==> src/rtl/mem_wb_reg_if.sv <==
`default_nettype none
// ============================================================================
// Module      : mem_wb_reg_if
// Description : MEM->WB handshake bundle, register-file write fields, and the
//               optional forwarding lookup (only when MEMWB_FWD_EN is defined).
// Revision    : 1.0 - initial release
// ============================================================================
interface mem_wb_reg_if;
  logic        io_from_mem_valid;
  logic        io_from_mem_ready;
  logic        io_from_mem_writeEnable;
  logic [4:0]  io_from_mem_writeAddr;
  logic [31:0] io_from_mem_result;

  logic        io_to_wb_valid;
  logic        io_to_wb_ready;
  logic        io_to_wb_writeEnable;
  logic [4:0]  io_to_wb_writeAddr;
  logic [31:0] io_to_wb_result;

  logic        io_flush;

`ifdef MEMWB_FWD_EN
  logic [4:0]  io_fwd_addrA;
  logic [4:0]  io_fwd_addrB;
  logic        io_fwd_hitA;
  logic        io_fwd_hitB;
  logic [31:0] io_fwd_dataA;
  logic [31:0] io_fwd_dataB;
`endif

  // master: the side that drives the stage (MEM producer / WB consumer)
  modport master (
    output io_from_mem_valid, io_from_mem_writeEnable, io_from_mem_writeAddr,
           io_from_mem_result, io_to_wb_ready, io_flush,
`ifdef MEMWB_FWD_EN
    output io_fwd_addrA, io_fwd_addrB,
    input  io_fwd_hitA, io_fwd_hitB, io_fwd_dataA, io_fwd_dataB,
`endif
    input  io_from_mem_ready, io_to_wb_valid, io_to_wb_writeEnable,
           io_to_wb_writeAddr, io_to_wb_result
  );

  modport slave (
    input  io_from_mem_valid, io_from_mem_writeEnable, io_from_mem_writeAddr,
           io_from_mem_result, io_to_wb_ready, io_flush,
`ifdef MEMWB_FWD_EN
    input  io_fwd_addrA, io_fwd_addrB,
    output io_fwd_hitA, io_fwd_hitB, io_fwd_dataA, io_fwd_dataB,
`endif
    output io_from_mem_ready, io_to_wb_valid, io_to_wb_writeEnable,
           io_to_wb_writeAddr, io_to_wb_result
  );
endinterface
`default_nettype wire

==> src/rtl/mem_wb_reg.sv <==
`default_nettype none
// ============================================================================
// Module      : mem_wb_reg
// Description : MEM/WB pipeline register with a one-entry skid buffer so that
//               ready toward MEM is registered. Optional forwarding lookup is
//               enabled with the MEMWB_FWD_EN macro.
// Revision    : 1.0 - initial release
// ============================================================================
module mem_wb_reg (
  input  wire           clock,
  input  wire           reset,
  mem_wb_reg_if.slave   bus
);

  localparam logic [4:0] c_ZERO_REG = 5'd0;

  logic        r_main_valid;
  logic        r_main_we;
  logic [4:0]  r_main_addr;
  logic [31:0] r_main_result;

  logic        r_skid_valid;
  logic        r_skid_we;
  logic [4:0]  r_skid_addr;
  logic [31:0] r_skid_result;

  logic w_accept;
  logic w_in_we;
  logic w_drain;
  logic w_main_free;

  assign w_accept    = bus.io_from_mem_valid & ~r_skid_valid & ~bus.io_flush;
  // writes to $zero are squashed at capture so WB and forwarding never see them
  assign w_in_we     = bus.io_from_mem_writeEnable & (bus.io_from_mem_writeAddr != c_ZERO_REG);
  assign w_drain     = r_main_valid & bus.io_to_wb_ready;
  assign w_main_free = ~r_main_valid | w_drain;

  always_ff @(posedge clock or negedge reset) begin
    if (!reset) begin
      r_main_valid  <= 1'b0;
      r_main_we     <= 1'b0;
      r_main_addr   <= 5'd0;
      r_main_result <= 32'd0;
      r_skid_valid  <= 1'b0;
      r_skid_we     <= 1'b0;
      r_skid_addr   <= 5'd0;
      r_skid_result <= 32'd0;
    end else if (bus.io_flush) begin
      r_main_valid <= 1'b0;
      r_skid_valid <= 1'b0;
    end else if (w_main_free) begin
      if (r_skid_valid) begin
        r_main_valid  <= 1'b1;
        r_main_we     <= r_skid_we;
        r_main_addr   <= r_skid_addr;
        r_main_result <= r_skid_result;
        // skid was full so ready was low; nothing can be accepted behind it
        r_skid_valid  <= w_accept;
        if (w_accept) begin
          r_skid_we     <= w_in_we;
          r_skid_addr   <= bus.io_from_mem_writeAddr;
          r_skid_result <= bus.io_from_mem_result;
        end
      end else if (w_accept) begin
        r_main_valid  <= 1'b1;
        r_main_we     <= w_in_we;
        r_main_addr   <= bus.io_from_mem_writeAddr;
        r_main_result <= bus.io_from_mem_result;
      end else begin
        r_main_valid <= 1'b0;
      end
    end else if (w_accept) begin
      r_skid_valid  <= 1'b1;
      r_skid_we     <= w_in_we;
      r_skid_addr   <= bus.io_from_mem_writeAddr;
      r_skid_result <= bus.io_from_mem_result;
    end
  end

  assign bus.io_from_mem_ready    = ~r_skid_valid;
  assign bus.io_to_wb_valid       = r_main_valid;
  assign bus.io_to_wb_writeEnable = r_main_valid & r_main_we;
  assign bus.io_to_wb_writeAddr   = r_main_addr;
  assign bus.io_to_wb_result      = r_main_result;

`ifdef MEMWB_FWD_EN
  logic w_skid_hit_a, w_main_hit_a, w_skid_hit_b, w_main_hit_b;

  // skid holds the younger result, so it takes priority over main
  assign w_skid_hit_a = (bus.io_fwd_addrA != c_ZERO_REG) & r_skid_valid & r_skid_we &
                        (r_skid_addr == bus.io_fwd_addrA);
  assign w_main_hit_a = (bus.io_fwd_addrA != c_ZERO_REG) & r_main_valid & r_main_we &
                        (r_main_addr == bus.io_fwd_addrA);
  assign w_skid_hit_b = (bus.io_fwd_addrB != c_ZERO_REG) & r_skid_valid & r_skid_we &
                        (r_skid_addr == bus.io_fwd_addrB);
  assign w_main_hit_b = (bus.io_fwd_addrB != c_ZERO_REG) & r_main_valid & r_main_we &
                        (r_main_addr == bus.io_fwd_addrB);

  assign bus.io_fwd_hitA  = w_skid_hit_a | w_main_hit_a;
  assign bus.io_fwd_hitB  = w_skid_hit_b | w_main_hit_b;
  assign bus.io_fwd_dataA = w_skid_hit_a ? r_skid_result :
                            w_main_hit_a ? r_main_result : 32'd0;
  assign bus.io_fwd_dataB = w_skid_hit_b ? r_skid_result :
                            w_main_hit_b ? r_main_result : 32'd0;
`endif

endmodule
`default_nettype wire

==> src/flat_wrapper.sv <==
// flat-port wrapper written by rule: the top's interface ports become plain ports
module mem_wb_reg_flat 
  (clock, reset, bus_io_from_mem_valid, bus_io_from_mem_writeEnable, bus_io_from_mem_writeAddr, bus_io_from_mem_result, bus_io_to_wb_ready, bus_io_flush, bus_io_from_mem_ready, bus_io_to_wb_valid, bus_io_to_wb_writeEnable, bus_io_to_wb_writeAddr, bus_io_to_wb_result);
  mem_wb_reg_if bus_i ();
  input  wire clock;
  input  wire reset;
  input wire logic [$bits(bus_i.io_from_mem_valid)-1:0] bus_io_from_mem_valid;
  input wire logic [$bits(bus_i.io_from_mem_writeEnable)-1:0] bus_io_from_mem_writeEnable;
  input wire logic [$bits(bus_i.io_from_mem_writeAddr)-1:0] bus_io_from_mem_writeAddr;
  input wire logic [$bits(bus_i.io_from_mem_result)-1:0] bus_io_from_mem_result;
  input wire logic [$bits(bus_i.io_to_wb_ready)-1:0] bus_io_to_wb_ready;
  input wire logic [$bits(bus_i.io_flush)-1:0] bus_io_flush;
  output wire logic [$bits(bus_i.io_from_mem_ready)-1:0] bus_io_from_mem_ready;
  output wire logic [$bits(bus_i.io_to_wb_valid)-1:0] bus_io_to_wb_valid;
  output wire logic [$bits(bus_i.io_to_wb_writeEnable)-1:0] bus_io_to_wb_writeEnable;
  output wire logic [$bits(bus_i.io_to_wb_writeAddr)-1:0] bus_io_to_wb_writeAddr;
  output wire logic [$bits(bus_i.io_to_wb_result)-1:0] bus_io_to_wb_result;
  assign bus_i.io_from_mem_valid = bus_io_from_mem_valid;
  assign bus_i.io_from_mem_writeEnable = bus_io_from_mem_writeEnable;
  assign bus_i.io_from_mem_writeAddr = bus_io_from_mem_writeAddr;
  assign bus_i.io_from_mem_result = bus_io_from_mem_result;
  assign bus_i.io_to_wb_ready = bus_io_to_wb_ready;
  assign bus_i.io_flush = bus_io_flush;
  assign bus_io_from_mem_ready = bus_i.io_from_mem_ready;
  assign bus_io_to_wb_valid = bus_i.io_to_wb_valid;
  assign bus_io_to_wb_writeEnable = bus_i.io_to_wb_writeEnable;
  assign bus_io_to_wb_writeAddr = bus_i.io_to_wb_writeAddr;
  assign bus_io_to_wb_result = bus_i.io_to_wb_result;
  mem_wb_reg u_core (.clock(clock), .reset(reset), .bus(bus_i));
endmodule
==> config.mk <==
export PLATFORM = sky130hd
export DESIGN_NAME = mem_wb_reg_flat
export DESIGN_NICKNAME = d
export VERILOG_FILES = /design/src/rtl/mem_wb_reg_if.sv /design/src/rtl/mem_wb_reg.sv /design/src/flat_wrapper.sv
export SDC_FILE = /design/constraint.sdc
export NUM_CORES = 1
export LEC_CHECK = 0
export CORE_MARGIN = 4
export CORE_UTILIZATION = 40
export DETAILED_ROUTE_END_ITERATION = 8
export PLACE_DENSITY = 0.71
export SKIP_CTS_REPAIR_TIMING = 1
export SYNTH_ARGS = -nofsm -noshare
export SYNTH_HDL_FRONTEND = slang
export SYNTH_SLANG_ARGS = --single-unit
==> constraint.sdc <==
create_clock -name clock -period 1.89 [get_ports clock]
set_clock_uncertainty 0.15 [all_clocks]
set_input_delay 0.567 -clock clock [delete_from_list [all_inputs] [get_ports clock]]
set_output_delay 0.567 -clock clock [all_outputs]
set_load 0.05 [all_outputs]
==> run metrics, run 1 <==
share of layout cells above drive strength 1=0.5149; Peak VDD IR=0.0006801 V; Die ar.=10240 µm²; First DRT Iteration DRCs=22; critical path class=flop to primary output; CTS clock-pin slew for the worst setup and hold paths=0.08 ns; gr usage total=0.1472; yosys warns=0; register area share after synthesis=0.5618; Die Width=101.2 µm; fillers=626; fmax=548.5 MHz; WP data required=1.17 ns; fin nets=375; HP Class=input pin to asynchronous set/reset pin; vias per inst=4.957; clock root buffer=clkbuf_8; PwrDens=1023 nW/µm²; endpoints failing hold=0; Via Count=2186; Clk Latency, worst-skew pair=0.33 ns; slew of the pin with the lowest slew margin=0.4692 ns; Area Overhead vs Synth=52.75%; Worst Setup Slack, final=0.06686 ns; Period Utilization, post-route=0.9646; Slew Viols, Final=0; H-tree levels=3; Syn Inst Count=219; Antenna Cells=0; Place WS=-0.5424 ns; syn_area_per_cell=15.87 µm²; crit end category=primary output; relative slew slack=0.6872; # DRC=0; wire per inst=17.61 µm; drt total wl=7768 µm; Port Buffers=82; Routability Congestion=0.7494; commonest non-fill, non-tap cell in the layout=dfrtp_1; Core Area=8341 µm²; TritonCTS buffer count=9; first-pass iteration count of the detailed router=4; Die Ht=101.2 µm; dpl hpwl=5039 µm; Yosys reg bits=78; Post-Syn Area=3475 µm²; Reg area=1954 µm²; clk buf depth=2; WP data arrival=1.11 ns; TritonCTS clock tree=yes; global-route wire length before repair=11840 µm; status=finished, final reports clean; final core occ=0.6364; synth unique cells=23; Leak=2.319 nW; initial antenna violation count=0; Max Cap Viol=0; Post-Syn Nets=262; grt ovf=0; Worst Setup Start Kind=flop; Initial Utilization=0.4166; vias in the first global route=2423; reg2reg setup slack=0.09 ns; Post-DRT Antenna Nets=0; Clock Sinks=78; Final setup viols=0; I/O pins=83; Rows=33; fin crit period=1.823 ns; most frequent cells in the layout=dfrtp_1, mux2_2, buf_12, clkdlybuf4s50_1, mux2_1; CP Max Fanout=4; area occupied by multi-input gates=1416 µm²; RSZ-0062 raised after global routing=false; pin count of the biggest net entering global routing=39
==> final timing paths <==
path                                                       startpoint                              endpoint  cells after the start
worst max-delay path            u_core.bus.io_to_wb_valid$_DFFE_PN0P_              bus_io_to_wb_writeEnable                      2
min in group clock               u_core.r_skid_result[29]$_DFFE_PN0P_  u_core.r_skid_result[29]$_DFFE_PN0P_                      1
max in group asynchronous                                       reset  u_core.r_skid_result[24]$_DFFE_PN0P_                      2
worst max register to register        u_core.r_skid_valid$_DFFE_PN0P_  u_core.r_skid_result[18]$_DFFE_PN0P_                      5
worst min-delay path                                            reset   u_core.r_skid_result[9]$_DFFE_PN0P_                      1
worst min register to register   u_core.r_skid_result[29]$_DFFE_PN0P_  u_core.r_skid_result[29]$_DFFE_PN0P_                      1
==> routing by layer <==
metal | vias up | routed length [µm] | global-route usage
met5 | - | 0 | 0
met4 | 0 | 63 | 0.03988
met3 | 8 | 454 | 0.04614
met2 | 54 | 3737 | 0.2389
met1 | 1108 | 3512 | 0.1914
li1 | 1016 | - | -
==> flip-flops by register name (all words and copies together), names as in the netlist <==
| name | cells |
|---|---|
| u_core.bus.io_to_wb_result | 32 |
| u_core.bus.io_to_wb_valid | 1 |
| u_core.bus.io_to_wb_writeAddr | 5 |
| u_core.r_main_we | 1 |
| u_core.r_skid_addr | 5 |
| u_core.r_skid_result | 32 |
| u_core.r_skid_valid | 1 |
| u_core.r_skid_we | 1 |
==> power breakdown <==
group	total [W]	leakage, nW	switching [W]	internal [W]
combinational	0.00186	1.28	0.000841	0.00101
sequential	0.00230	0.934	0.000268	0.00203
clock	0.00127	0.104	0.000565	0.000710
total	0.00543	2.32	0.00167	0.00376
==> cell type report <==
class,instances,share of cell area
sequential,78,0.3682
inverter,3,0.002122
clock buffer,12,0.03112
tap,105,0.02475
clock inverter,3,0.008015
multi-input combinational,126,0.2669
timing repair buffer,114,0.2989
==> worst max-delay path, cell delays in order, from the launching register on <==
cell	delay, ns
dfrtp_2	0.45
and2_1	0.18
buf_12	0.15
==> logic make-up after synthesis <==
kind of cell,synth area share
AOI/OAI and AO/OA,0.009362
DFF,0.5618
and+or+nand+nor,0.02413
buffers and inverters,0.03349
muxes,0.3713
==> synthesized netlist by cell type (all sizes together) <==
cell type / count / area share
inv: 3 / 0.0032
o31a: 1 / 0.0025
or4: 1 / 0.0022
buf: 12 / 0.030
nor2: 1 / 0.0018
nor4b: 1 / 0.0068
and2: 1 / 0.0018
mux2i: 1 / 0.0029
a21oi: 1 / 0.0014
nor3: 2 / 0.0043
nand2b: 1 / 0.0040
o21ai: 1 / 0.0014
o211ai: 1 / 0.0022
and2b: 1 / 0.0022
mux2: 111 / 0.37
dfrtp: 78 / 0.56
nand2: 1 / 0.0011
a31oi: 1 / 0.0018
==> through the flow <==
step	hold WS, ns	cells	TNS (ns)	instance area (µm²)	power, W
2_1_floorplan	0.1214	219	0	3476	0.003168
3_3_place_gp	0.3113	414	-34.75	4928	0.004137
3_5_place_dp	0.3200	414	-37.39	4928	0.004187
4_1_cts	0.03093	429	-11.18	5136	0.005475
5_1_grt	0.04621	441	0	5308	0.005686
6_report	0.02142	441	0	5308	0.005431
No activity file was read; power rests on OpenSTA's default activity.
==> run 2, diff against run 1 <==
Settings changed: ABC_AREA set to 1, REMOVE_ABC_BUFFERS set to 1.
==> run 2 against run 1 <==
Net effect: maximum frequency increased by 1.4%; global-route usage rose by 0.44 points; non-clock buffer count is 19 lower; critical path depth rose by 1; via count is 29% higher; sequential power decreased by 2%; core utilization decreased by 3.4 points; cell area down 5.8%; critical endpoint unchanged; largest cell class unchanged; highest routed layer unchanged.
==> run metrics, run 2 <==
status=finished, final reports clean; initial antenna violation count=0; critical path class=flop to primary output; wire per inst=11.83 µm; Peak VDD IR=0.0004931 V; share of layout cells above drive strength 1=0.1468; Routability Congestion=0.8025; number of synthesized flops with an enable pin=0; Post-Syn Area=3438 µm²; fillers=684; Period Utilization, post-route=0.9516; I/O pins=83; first-pass iteration count of the detailed router=5; dpl hpwl=5019 µm; Syn Inst Count=423; total negative slack=0 ns; Antenna Cells=0; Clock Sinks=78; Core Area=8299 µm²; fin nets=549; Max Cap Viol=0; Post-DRT Antenna Nets=0; most frequent cells in the layout=nand2_1, dfrtp_1, o21ai_0, buf_12, clkdlybuf4s50_1; top-count cell post-synth=nand2_1; synth top area cells=dfrtp_1, nand2_1, o21ai_0; clk buf depth=2; yosys warns=0; vias per inst=4.594; synth unique cells=17; RSZ-0062 raised after global routing=false; CTS clock-pin slew for the worst setup and hold paths=0.08 ns; PwrDens=1024 nW/µm²; H-tree levels=3; relative slew slack=0.7747; slew of the pin with the lowest slew margin=0.3379 ns; grt ovf=0; fmax=556.0 MHz; register area share after synthesis=0.5677; Clk Latency, worst-skew pair=0.34 ns; Port Buffers=82; syn_area_per_cell=8.128 µm²; fin crit period=1.799 ns; Via Count=2830; First DRT Iteration DRCs=142; Post-synth top flop=dfrtp_1; Final setup viols=0; post-synth top area share=0.5677; clock root buffer=clkbuf_8; area occupied by multi-input gates=1175 µm²; Fin Hold WS=0.3396 ns; Initial Utilization=0.4143; Area Overhead vs Synth=45.38%; endpoints failing hold=0; HP Class=flop to flop; global-route wire length before repair=12540 µm; Die Ht=100.7 µm; Rows=33; Reg area=1953 µm²; CP Max Fanout=3; vias in the first global route=2766; crit end category=primary output; asr flop ratio synth=1.000; Slew Viols, Final=0; pin count of the biggest net entering global routing=77; drt total wl=7285 µm; Die ar.=10140 µm²; TritonCTS buffer count=9; TritonCTS clock tree=yes; WP data required=1.17 ns; WP data arrival=1.08 ns; area leader, netlist=dfrtp_1; commonest non-fill, non-tap cell in the layout=nand2_1; Yosys reg bits=78; # DRC=0; gr usage total=0.1516; top cells by count, synth=nand2_1, dfrtp_1, o21ai_0, inv_1, o21ai_1; Die Width=100.7 µm; Worst Setup Start Kind=flop; Leak=2.497 nW
## run 2: cell types whose count changed after synthesis, moves of 2 or more
cell | previous run | this run
buf_2 | 3 | 5
clkbuf_1 | 0 | 7
inv_1 | 3 | 40
inv_2 | 0 | 2
mux2_1 | 34 | 0
mux2_2 | 69 | 0
mux2_4 | 8 | 0
nand2_1 | 1 | 193
nor2_1 | 0 | 6
o21ai_0 | 1 | 66
o21ai_1 | 0 | 10
## run 2: final timing paths
check / slack (ns) / end / startpoint / cells past startpoint
setup / recovery: 0.09 / bus_io_to_wb_writeEnable / u_core.bus.io_to_wb_valid$_DFFE_PN0P_ / 3
hold / removal: 0.34 / u_core.r_skid_result[0]$_DFFE_PN0P_ / u_core.r_skid_result[0]$_DFFE_PN0P_ / 2
setup reg to reg: 0.44 / u_core.bus.io_to_wb_result[10]$_DFFE_PN0P_ / u_core.r_skid_valid$_DFFE_PN0P_ / 6
hold reg to reg: 0.34 / u_core.r_skid_result[0]$_DFFE_PN0P_ / u_core.r_skid_result[0]$_DFFE_PN0P_ / 2
max in group asynchronous: 0.58 / u_core.bus.io_to_wb_result[8]$_DFFE_PN0P_ / reset / 3
min in group asynchronous: 0.44 / u_core.bus.io_to_wb_result[20]$_DFFE_PN0P_ / reset / 2
## run 2: layout make-up
type                            instances  share of cell area
Clock inverter                          4            0.009011
Multi-Input combinational cell        280              0.2350
Clock buffer                           12             0.03104
Timing Repair Buffer                   95              0.2763
Inverter                               42             0.03154
Tap cell                              105             0.02628
Sequential cell                        78              0.3907
## run 2: report_power, final
part	switching, W	internal (W)
Clock	0.000591	0.000677
Sequential	0.000251	0.00199
Combinational	0.000830	0.000775
Total	0.00167	0.00345
## run 2: stage by stage
step / worst slack [ns] / total power, W / std cells / area, µm² / utilization
final: 0.09142 / 0.005119 / 616 / 4999 / 0.6023
after global routing: 0.03751 / 0.005370 / 616 / 4999 / 0.6023
after detailed placement: -0.1202 / 0.003897 / 599 / 4788 / 0.5770
after floorplan: -0.9770 / 0.002984 / 400 / 3284 / -
after global placement: -0.09189 / 0.003863 / 599 / 4788 / 0.5770
after CTS: 0.06655 / 0.005175 / 615 / 4989 / 0.6011
## run 2: cell families (layout without fill, tap and decap cells)
family                 after synthesis  count (layout)  share of synthesized area
buffers and inverters               65             153                    0.09061
DFF                                 78              78                     0.5677
AOI/OAI and AO/OA                   76              76                     0.1106
and+or+nand+nor                    204             204                     0.2311
## run 2: routing by layer
layer | vias up | wire (µm) | GRT usage
li1 | 1457 | - | -
met1 | 1304 | 3447 | 0.2038
met5 | - | 0 | 0
met2 | 61 | 3343 | 0.2375
met3 | 8 | 442 | 0.04913
met4 | 0 | 51 | 0.03834
## run 2: worst max-delay path: stages, from the launching register on
cell and delay [ns]:
dfrtp_1 0.44, nand2_1 0.07, inv_1 0.09, buf_12 0.14
